`src/rtl/pipe_stage_hs_if.sv`:
```
// Handshake bundle for one pipeline stage boundary.
//   flush_i      : synchronous flush request into the stage
//   in_valid_i   : upstream payload valid
//   in_ready_o   : stage can accept (registered inside the stage)
//   in_data_i    : upstream payload
//   out_valid_o  : payload valid to downstream
//   out_ready_i  : downstream accepts
//   out_data_o   : payload to downstream (NOP when not valid)
//   count_o      : stage occupancy, 0..2
// The slave modport is the stage's view; master is the driver's view.
interface pipe_stage_hs_if #(
  parameter int DATA_W = 64
) ();
  logic              flush_i;
  logic              in_valid_i;
  logic              in_ready_o;
  logic [DATA_W-1:0] in_data_i;
  logic              out_valid_o;
  logic              out_ready_i;
  logic [DATA_W-1:0] out_data_o;
  logic [1:0]        count_o;

  modport slave (
    input  flush_i, in_valid_i, in_data_i, out_ready_i,
    output in_ready_o, out_valid_o, out_data_o, count_o
  );

  modport master (
    output flush_i, in_valid_i, in_data_i, out_ready_i,
    input  in_ready_o, out_valid_o, out_data_o, count_o
  );
endinterface

```
`src/rtl/pipe_stage_hs.sv`:
```
// Pipeline stage register with valid/ready handshake, a two-entry skid
// buffer and synchronous flush to a NOP bubble.
// Ports:
//   clk  : clock, all state changes on the rising edge
//   rst  : synchronous reset, active-low
//   bus  : pipe_stage_hs_if.slave carrying flush, both handshakes,
//          the payload in/out and the occupancy count
// The main register always holds the head entry and drives out_data_o;
// the skid register catches the one item that arrives while downstream
// stalls. in_ready_o is a flop, so out_ready_i never reaches upstream
// combinationally.
module pipe_stage_hs #(
  parameter int                DATA_W    = 64,
  parameter logic [DATA_W-1:0] NOP_VALUE = DATA_W'(64'h00000013_00000000)
) (
  input logic             clk,
  input logic             rst,
  pipe_stage_hs_if.slave  bus
);

  // State encoding equals the occupancy count, so count_o is the state.
  localparam logic [1:0] EMPTY = 2'd0;
  localparam logic [1:0] ONE   = 2'd1;
  localparam logic [1:0] TWO   = 2'd2;

  logic [1:0]        state_q, state_d;
  logic              ready_q, ready_d;
  logic [DATA_W-1:0] main_q, main_d;
  logic [DATA_W-1:0] skid_q, skid_d;
  logic              in_fire;
  logic              out_fire;

  assign in_fire  = bus.in_valid_i & ready_q;
  assign out_fire = (state_q != EMPTY) & bus.out_ready_i;

  // Next-state and payload routing. Flush overrides every transition and
  // drops whatever was offered in the same cycle.
  always_comb begin
    state_d = state_q;
    main_d  = main_q;
    skid_d  = skid_q;
    case (state_q)
      EMPTY: begin
        if (in_fire) begin
          state_d = ONE;
          main_d  = bus.in_data_i;
        end
      end
      ONE: begin
        if (in_fire && out_fire) begin
          main_d = bus.in_data_i;
        end else if (in_fire) begin
          state_d = TWO;
          skid_d  = bus.in_data_i;
        end else if (out_fire) begin
          state_d = EMPTY;
        end
      end
      TWO: begin
        if (out_fire) begin
          state_d = ONE;
          main_d  = skid_q;
        end
      end
      default: state_d = EMPTY;
    endcase
    if (bus.flush_i) begin
      state_d = EMPTY;
    end
    ready_d = (state_d != TWO);
  end

  // Control state; reset holds ready low until the first edge out of reset.
  always_ff @(posedge clk) begin
    if (!rst) begin
      state_q <= EMPTY;
      ready_q <= 1'b0;
    end else begin
      state_q <= state_d;
      ready_q <= ready_d;
    end
  end

  // Payload registers need no reset: the output mux hides them when empty.
  always_ff @(posedge clk) begin
    main_q <= main_d;
    skid_q <= skid_d;
  end

  assign bus.in_ready_o  = ready_q;
  assign bus.out_valid_o = (state_q != EMPTY);
  assign bus.out_data_o  = (state_q != EMPTY) ? main_q : NOP_VALUE;
  assign bus.count_o     = state_q;

endmodule

```
`src/flat_wrapper.sv`:
```
// flat-port wrapper written by rule: the top's interface ports become plain ports
module pipe_stage_hs_flat 
#(
  parameter int                DATA_W    = 64,
  parameter logic [DATA_W-1:0] NOP_VALUE = DATA_W'(64'h00000013_00000000)
)
  (clk, rst, bus_flush_i, bus_in_valid_i, bus_in_data_i, bus_out_ready_i, bus_in_ready_o, bus_out_valid_o, bus_out_data_o, bus_count_o);
  pipe_stage_hs_if #(.DATA_W(DATA_W)) bus_i ();
  input logic clk;
  input logic rst;
  input wire logic [$bits(bus_i.flush_i)-1:0] bus_flush_i;
  input wire logic [$bits(bus_i.in_valid_i)-1:0] bus_in_valid_i;
  input wire logic [$bits(bus_i.in_data_i)-1:0] bus_in_data_i;
  input wire logic [$bits(bus_i.out_ready_i)-1:0] bus_out_ready_i;
  output wire logic [$bits(bus_i.in_ready_o)-1:0] bus_in_ready_o;
  output wire logic [$bits(bus_i.out_valid_o)-1:0] bus_out_valid_o;
  output wire logic [$bits(bus_i.out_data_o)-1:0] bus_out_data_o;
  output wire logic [$bits(bus_i.count_o)-1:0] bus_count_o;
  assign bus_i.flush_i = bus_flush_i;
  assign bus_i.in_valid_i = bus_in_valid_i;
  assign bus_i.in_data_i = bus_in_data_i;
  assign bus_i.out_ready_i = bus_out_ready_i;
  assign bus_in_ready_o = bus_i.in_ready_o;
  assign bus_out_valid_o = bus_i.out_valid_o;
  assign bus_out_data_o = bus_i.out_data_o;
  assign bus_count_o = bus_i.count_o;
  pipe_stage_hs #(.DATA_W(DATA_W), .NOP_VALUE(NOP_VALUE)) u_core (.clk(clk), .rst(rst), .bus(bus_i));
endmodule
```
`config.mk`:
```
export PLATFORM = sky130hd
export DESIGN_NAME = pipe_stage_hs_flat
export DESIGN_NICKNAME = d
export VERILOG_FILES = /design/src/rtl/pipe_stage_hs_if.sv /design/src/rtl/pipe_stage_hs.sv /design/src/flat_wrapper.sv
export SDC_FILE = /design/constraint.sdc
export NUM_CORES = 1
export LEC_CHECK = 0
export CORE_UTILIZATION = 35
export CTS_CLUSTER_SIZE = 25
export DETAILED_ROUTE_END_ITERATION = 10
export PLACE_DENSITY = 0.69
export SLEW_MARGIN = 20
export SYNTH_ARGS = -nofsm -noshare
export SYNTH_HDL_FRONTEND = slang
export SYNTH_SLANG_ARGS = --single-unit
export TNS_END_PERCENT = 20
```
`constraint.sdc`:
```
create_clock -name clk -period 7.05 [get_ports clk]
set_input_delay 0.705 -clock clk [delete_from_list [all_inputs] [get_ports clk]]
set_output_delay 0.705 -clock clk [all_outputs]
set_load 0.005 [all_outputs]
```
## Word-level counts from Yosys, hierarchy flattened

Cells that the tools add are included.

- Register bits after elaboration: 131
- Input bits: 69
- Output and inout bits: 68
- Logic and storage cells: 31

- Eq/ne operators: 6
- Mux-type cells: 12
- Bitwise logic cells: 3
- Reduce and logical (&&, ||, !) cells: 6

Operators with widths:

| cell | count |
|---|---|
| 2-to-1 mux 64 bit | 4 |
| one-hot mux 64 bit (3 select lines) | 1 |
| 2-to-1 mux 2 bit | 6 |
| inequality test 2 x 1 -> 1 bit, second input constant | 3 |
| one-hot mux 2 bit (3 select lines) | 1 |
| AND reduction 4 bit | 1 |
| AND reduction 3 bit | 1 |
| nonzero test 3 bit | 1 |
| AND 1 bit | 2 |
| equality test 2 x 1 -> 1 bit, second input constant | 1 |
| equality test 2 bit, second input constant | 1 |
| logical NOT 2 bit | 1 |
| inequality test 2 bit, second input constant | 1 |
| nonzero test 2 bit | 1 |
| logical AND 1 bit | 1 |
| NOT 1 bit | 1 |

## Longest topological paths before layout

- Word-level depth: 8
- Mapped depth: 4

## Worst setup path after synthesis

OpenSTA, ideal clock, no wires.

- Path type: input-to-reg
- Start point: in bus_in_valid_i
- End point: reg u_core.main_q[0] (enable)
- Library setup time: 0.574 ns
- Arrival time: 5.441 ns
- Data required time: 6.476 ns
- Slack: 1.035 ns
- Stages on the path: 3
- Cells stage by stage: and3b_1 -> a21oi_1 -> o21ai_0

- Word-level cells in the longest chain between the ends: 4

Ends and longest elaborated chain:

| element | line | RTL |
|---|---|---|
| start: declaration | flat_wrapper.sv:12 | `input wire logic [$bits(bus_i.in_valid_i)-1:0] bus_in_valid_i;` |
| AND 1 bit * | pipe_stage_hs.sv:33 | `assign in_fire = bus.in_valid_i & ready_q;` |
| logical AND 1 bit | pipe_stage_hs.sv:50 | `if (in_fire && out_fire) begin` |
| inequality test 2 x 1 -> 1 bit (no line) | -- |  |
| AND reduction 4 bit (no line) * | -- |  |
| end signal: assignment | pipe_stage_hs.sv:86 | `main_q <= main_d;` |
| end: declaration | pipe_stage_hs.sv:28 | `logic [DATA_W-1:0] main_q, main_d;` |

Every way passes the cells marked *; elsewhere a longest branch is shown, timed or not.
A chain may end at the register's enable or synchronous reset.

## Final worst setup path

- Start point: reg u_core.state_q[1] (netlist: u_core.bus.count_o[1])
- End point: out bus_out_data_o[39]

- Word-level cells in the longest chain between the ends: 2

Ends and longest elaborated chain:

| element | line | RTL |
|---|---|---|
| start: declaration | pipe_stage_hs.sv:26 | `logic [1:0] state_q, state_d;` |
| start signal: assignment | pipe_stage_hs.sv:79 | `state_q <= state_d;` |
| nonzero test 2 bit | pipe_stage_hs.sv:92 | `assign bus.out_data_o = (state_q != EMPTY) ? main_q : NOP_VALUE;` |
| 2-to-1 mux 64 bit | pipe_stage_hs.sv:92 |  |
| end: declaration | flat_wrapper.sv:17 | `output wire logic [$bits(bus_i.out_data_o)-1:0] bus_out_data_o;` |

No other way between the ends.

==> summary.txt <==
Placed design
  – Detailed placement HPWL: around 6700 um
  – PortBufs: between 100 and 150
  – Placed cell count: a little over 600
  – Routability cong.: approximately 0.71

Die
  – Die Area: around 16,000 sq um
  – Die Wd: 127 um
  – Rows: 45
  – Starting Density: 0.357
  – Die height: between 100 and 150 um
  – Core ar.: between 15,000 and 20,000 sq um
  – # IOs: roughly 140

Routing
  – DR top layer: met4
  – Met2 wire length: roughly 5100 um
  – Pre-Repair DR Iteration Count: 4
  – Post-Route M1 WL: between 4000 and 5000 um
  – Vias post-DR: 2,896
  – Vias per cell: about 4.6
  – Antenna-violating nets left: 0
  – Met3 WL: 533 um
  – Routed WL per cell: around 16 um
  – DRT iter0 DRCs: between 100 and 150
  – Post-route DRC violation count: 0
  – Final wirelength: 10,000 um

Global routing
  – Global-route wire length before repair: between 15,000 and 20,000 um
  – Vias in the first global route: 3,093
  – Antenna violations before repair: 0
  – Total GRT Usage: 0.134
  – Largest net degree at the start of global routing: 65
  – Gr ovfl total: 0

Finish
  – Layout area overhead: 38.1%
  – Layout cells sized above 1: 0.221
  – Final core occ: 0.493
  – Nets: a little over 500
  – Non-Filler Instances: approximately 640
  – ANT cells: 0
  – Area of the multi-input gates: 1450 sq um
  – Seq. cell area: ~4000 sq um
  – Number of fill cells: roughly 1,300

Power and ir drop
  – Cell internal pwr: between 0.001 and 0.0015 W
  – Power Density: between 200 and 250 nW/um^2
  – Sw Pwr: 0.000341 W
  – Pleak: between 2 and 3 nW
  – Worst VDD drop: 122 uV
  – Seq pwr share: 0.502
  – Switching share of power: 0.192
  – Gate power share: 0.068
  – Clock power share: 0.430

CTS
  – CTS Sinks: 131
  – CTS Buf Count: 17
  – Worst-path clk slew: 0.05 ns
  – Post-CTS Repair Setup Buffers: 0
  – Clock Path Buffers: 2
  – Hold_buf cts: 0
  – H-Tree Depth: 4
  – CTS resizes: 0
  – CTS tree: built
  – Clk Latency, worst-skew pair: roughly 0.40 ns
  – Root Buffer: clkbuf_16

Logic synthesis
  – Number of synthesized register bits: 131
  – Synth Net Count: 360
  – Register area share after synthesis: 0.719
  – Synth area leader: edfxtp_1
  – Synth cell types: 24
  – Share of synthesized registers carrying an async set or reset: 0
  – Share of the synthesized area in the top cell type: 0.708
  – Ys flop type: edfxtp_1
  – Synthesized area per cell: ~19 sq um
  – EDFF count, synth: approximately 130
  – Top post-synthesis cells by area: edfxtp_1, mux2_4, nor2b_1
  – Ys Warns: 0
  – Post-Synthesis Cells: between 200 and 300
  – Post-synth top cells: edfxtp_1, nor2b_1, mux2_4
  – Most numerous cell in the Yosys netlist: edfxtp_1
  – Cell Area, Synth: around 5400 sq um

Timing
  – RSZ-0062 raised after global routing: no
  – Relative slew slack: 0.438
  – Final Cycle Share: 0.445
  – Final hold vios: 0
  – Worst Skew: 0.00477 ns
  – Worst-Margin Slew: ~0.84 ns
  – Fin crit period: ~3.1 ns
  – Hold_ws: approximately 0.54 ns
  – Final Setup Violations: 0
  – Max Freq: between 300 and 400 MHz
  – Sum of negative setup slack: 0 ns
  – Slew Limit Fails: 0

Critical path
  – CP delay by family, top: buffers and inverters
  – Worst Setup End Kind: output port
  – Worst Path Arrival: about 2.4 ns
  – Setup slack, reg-to-reg: 4.64 ns
  – Critical Path Source: u_core.bus.count_o[1]
  – CP max stage cell: buf_4
  – Critical Setup Path Class: reg2out
  – CP bufs+invs: 2
  – RR Startpoint: u_core.bus.count_o[0]
  – Critical path peak fanout: 47
  – Critical Path RT: about 6.3 ns
  – Reg2Reg Depth: 3
  – Startpoint types: flip-flop
  – CP cell instances: nor2_4 > buf_4 > and2b_1 > clkdlybuf4s50_1
  – R2r endpoint: u_core.main_q[3]
  – Max stage delay on crit path: 0.51 ns

Hold path
  – Hold_sp: u_core.skid_q[58]
  – Hold endpoint: u_core.main_q[58]
  – Worst hold path class: reg2reg
  – Cell depth of the worst min-delay path: 1

Flow run
  – Max Cap Viol: 0

Status
  – Status: finished, final reports clean
state kept, by name, indices dropped and copies added (netlist names):
name	cells
u_core.bus.count_o	2
u_core.skid_q	64
u_core.main_q	64
u_core.bus.in_ready_o	1
worst register-to-register path: cells and delay by family, from the launching register on:
kind | cells | cell delay, ns
buffers and inverters | 1 | 0.60
AND/OR/NAND/NOR | 1 | 0.62
flip-flops | 1 | 0.51
multiplexers | 1 | 0.43
metal layers:
layer  GRT usage  vias to the layer above
met3      0.0460                       11
li1            -                     1369
met2       0.230                       97
met4      0.0532                        0
met1       0.153                     1419
met5           0                        -
worst max path at each step:
stage,to,slack [ns],cells after the start
6_report,bus_out_data_o[39],3.91,4
5_1_grt,bus_out_data_o[39],3.71,4
4_1_cts,bus_out_data_o[40],3.82,4
3_5_place_dp,bus_out_data_o[40],4.27,4
3_3_place_gp,bus_out_data_o[51],4.34,4
2_1_floorplan,u_core.main_q[0],1.04,3
through the flow:
stage | power (W) | worst slack (ns) | cell area (sq um)
CTS | 0.00180 | 3.82 | 7500
global route | 0.00184 | 3.71 | 7500
floorplan | 0.000961 | 1.04 | 5430
global placement | 0.00103 | 4.34 | 7000
finish | 0.00178 | 3.91 | 7500
detailed placement | 0.00103 | 4.27 | 7000
layout by cell type, fill, tap and decap left out:
cell,instances
clkinvlp_4,1
nor3_1,1
bufinv_16,1
clkinv_2,4
nand2_1,3
clkbuf_1,4
nand2b_4,1
xnor2_1,1
inv_1,1
o31a_1,1
nor3_2,1
or3_1,1
and2b_1,10
mux2_4,50
nor2b_1,51
a21boi_0,1
clkbuf_16,17
o31ai_1,1
nor2_4,1
clkdlybuf4s50_1,136
nand2b_1,2
edfxtp_1,128
mux2_2,14
clkinv_1,2
a21oi_1,1
dfxtp_1,3
buf_4,5
or2_2,3
and3b_1,1
o21ai_4,1
power by group through the flow:
stage                     sequential, W  combinational (W)  clock (W)
final                          0.000894           0.000121   0.000766
after global routing           0.000896           0.000130   0.000816
after CTS                      0.000894           0.000123   0.000784
after detailed placement       0.000910           0.000123          0
after global placement         0.000909           0.000120          0
after floorplan                0.000911          0.0000494          0
cell type report:
class,count,share of cell area
Sequential cell,131,0.520
Multi-Input combinational cell,145,0.194
Timing Repair Buffer,141,0.186
Clock buffer,21,0.0587
Tap cell,188,0.0314
Clock inverter,8,0.00867
Inverter,1,0.000500
kinds of logic (layout without fill, tap and decap cells):
group                     Yosys count  in the layout  share of synthesized area
AOI/OAI and AO/OA                   5              5                    0.00622
xor gates and xnor gates            1              1                    0.00161
buffers and inverters              15            171                     0.0196
DFF                               131            131                      0.719
muxes                              64             64                      0.167
and+or+nand+nor                    75             75                     0.0868
No activity file was read; power rests on OpenSTA's default activity.
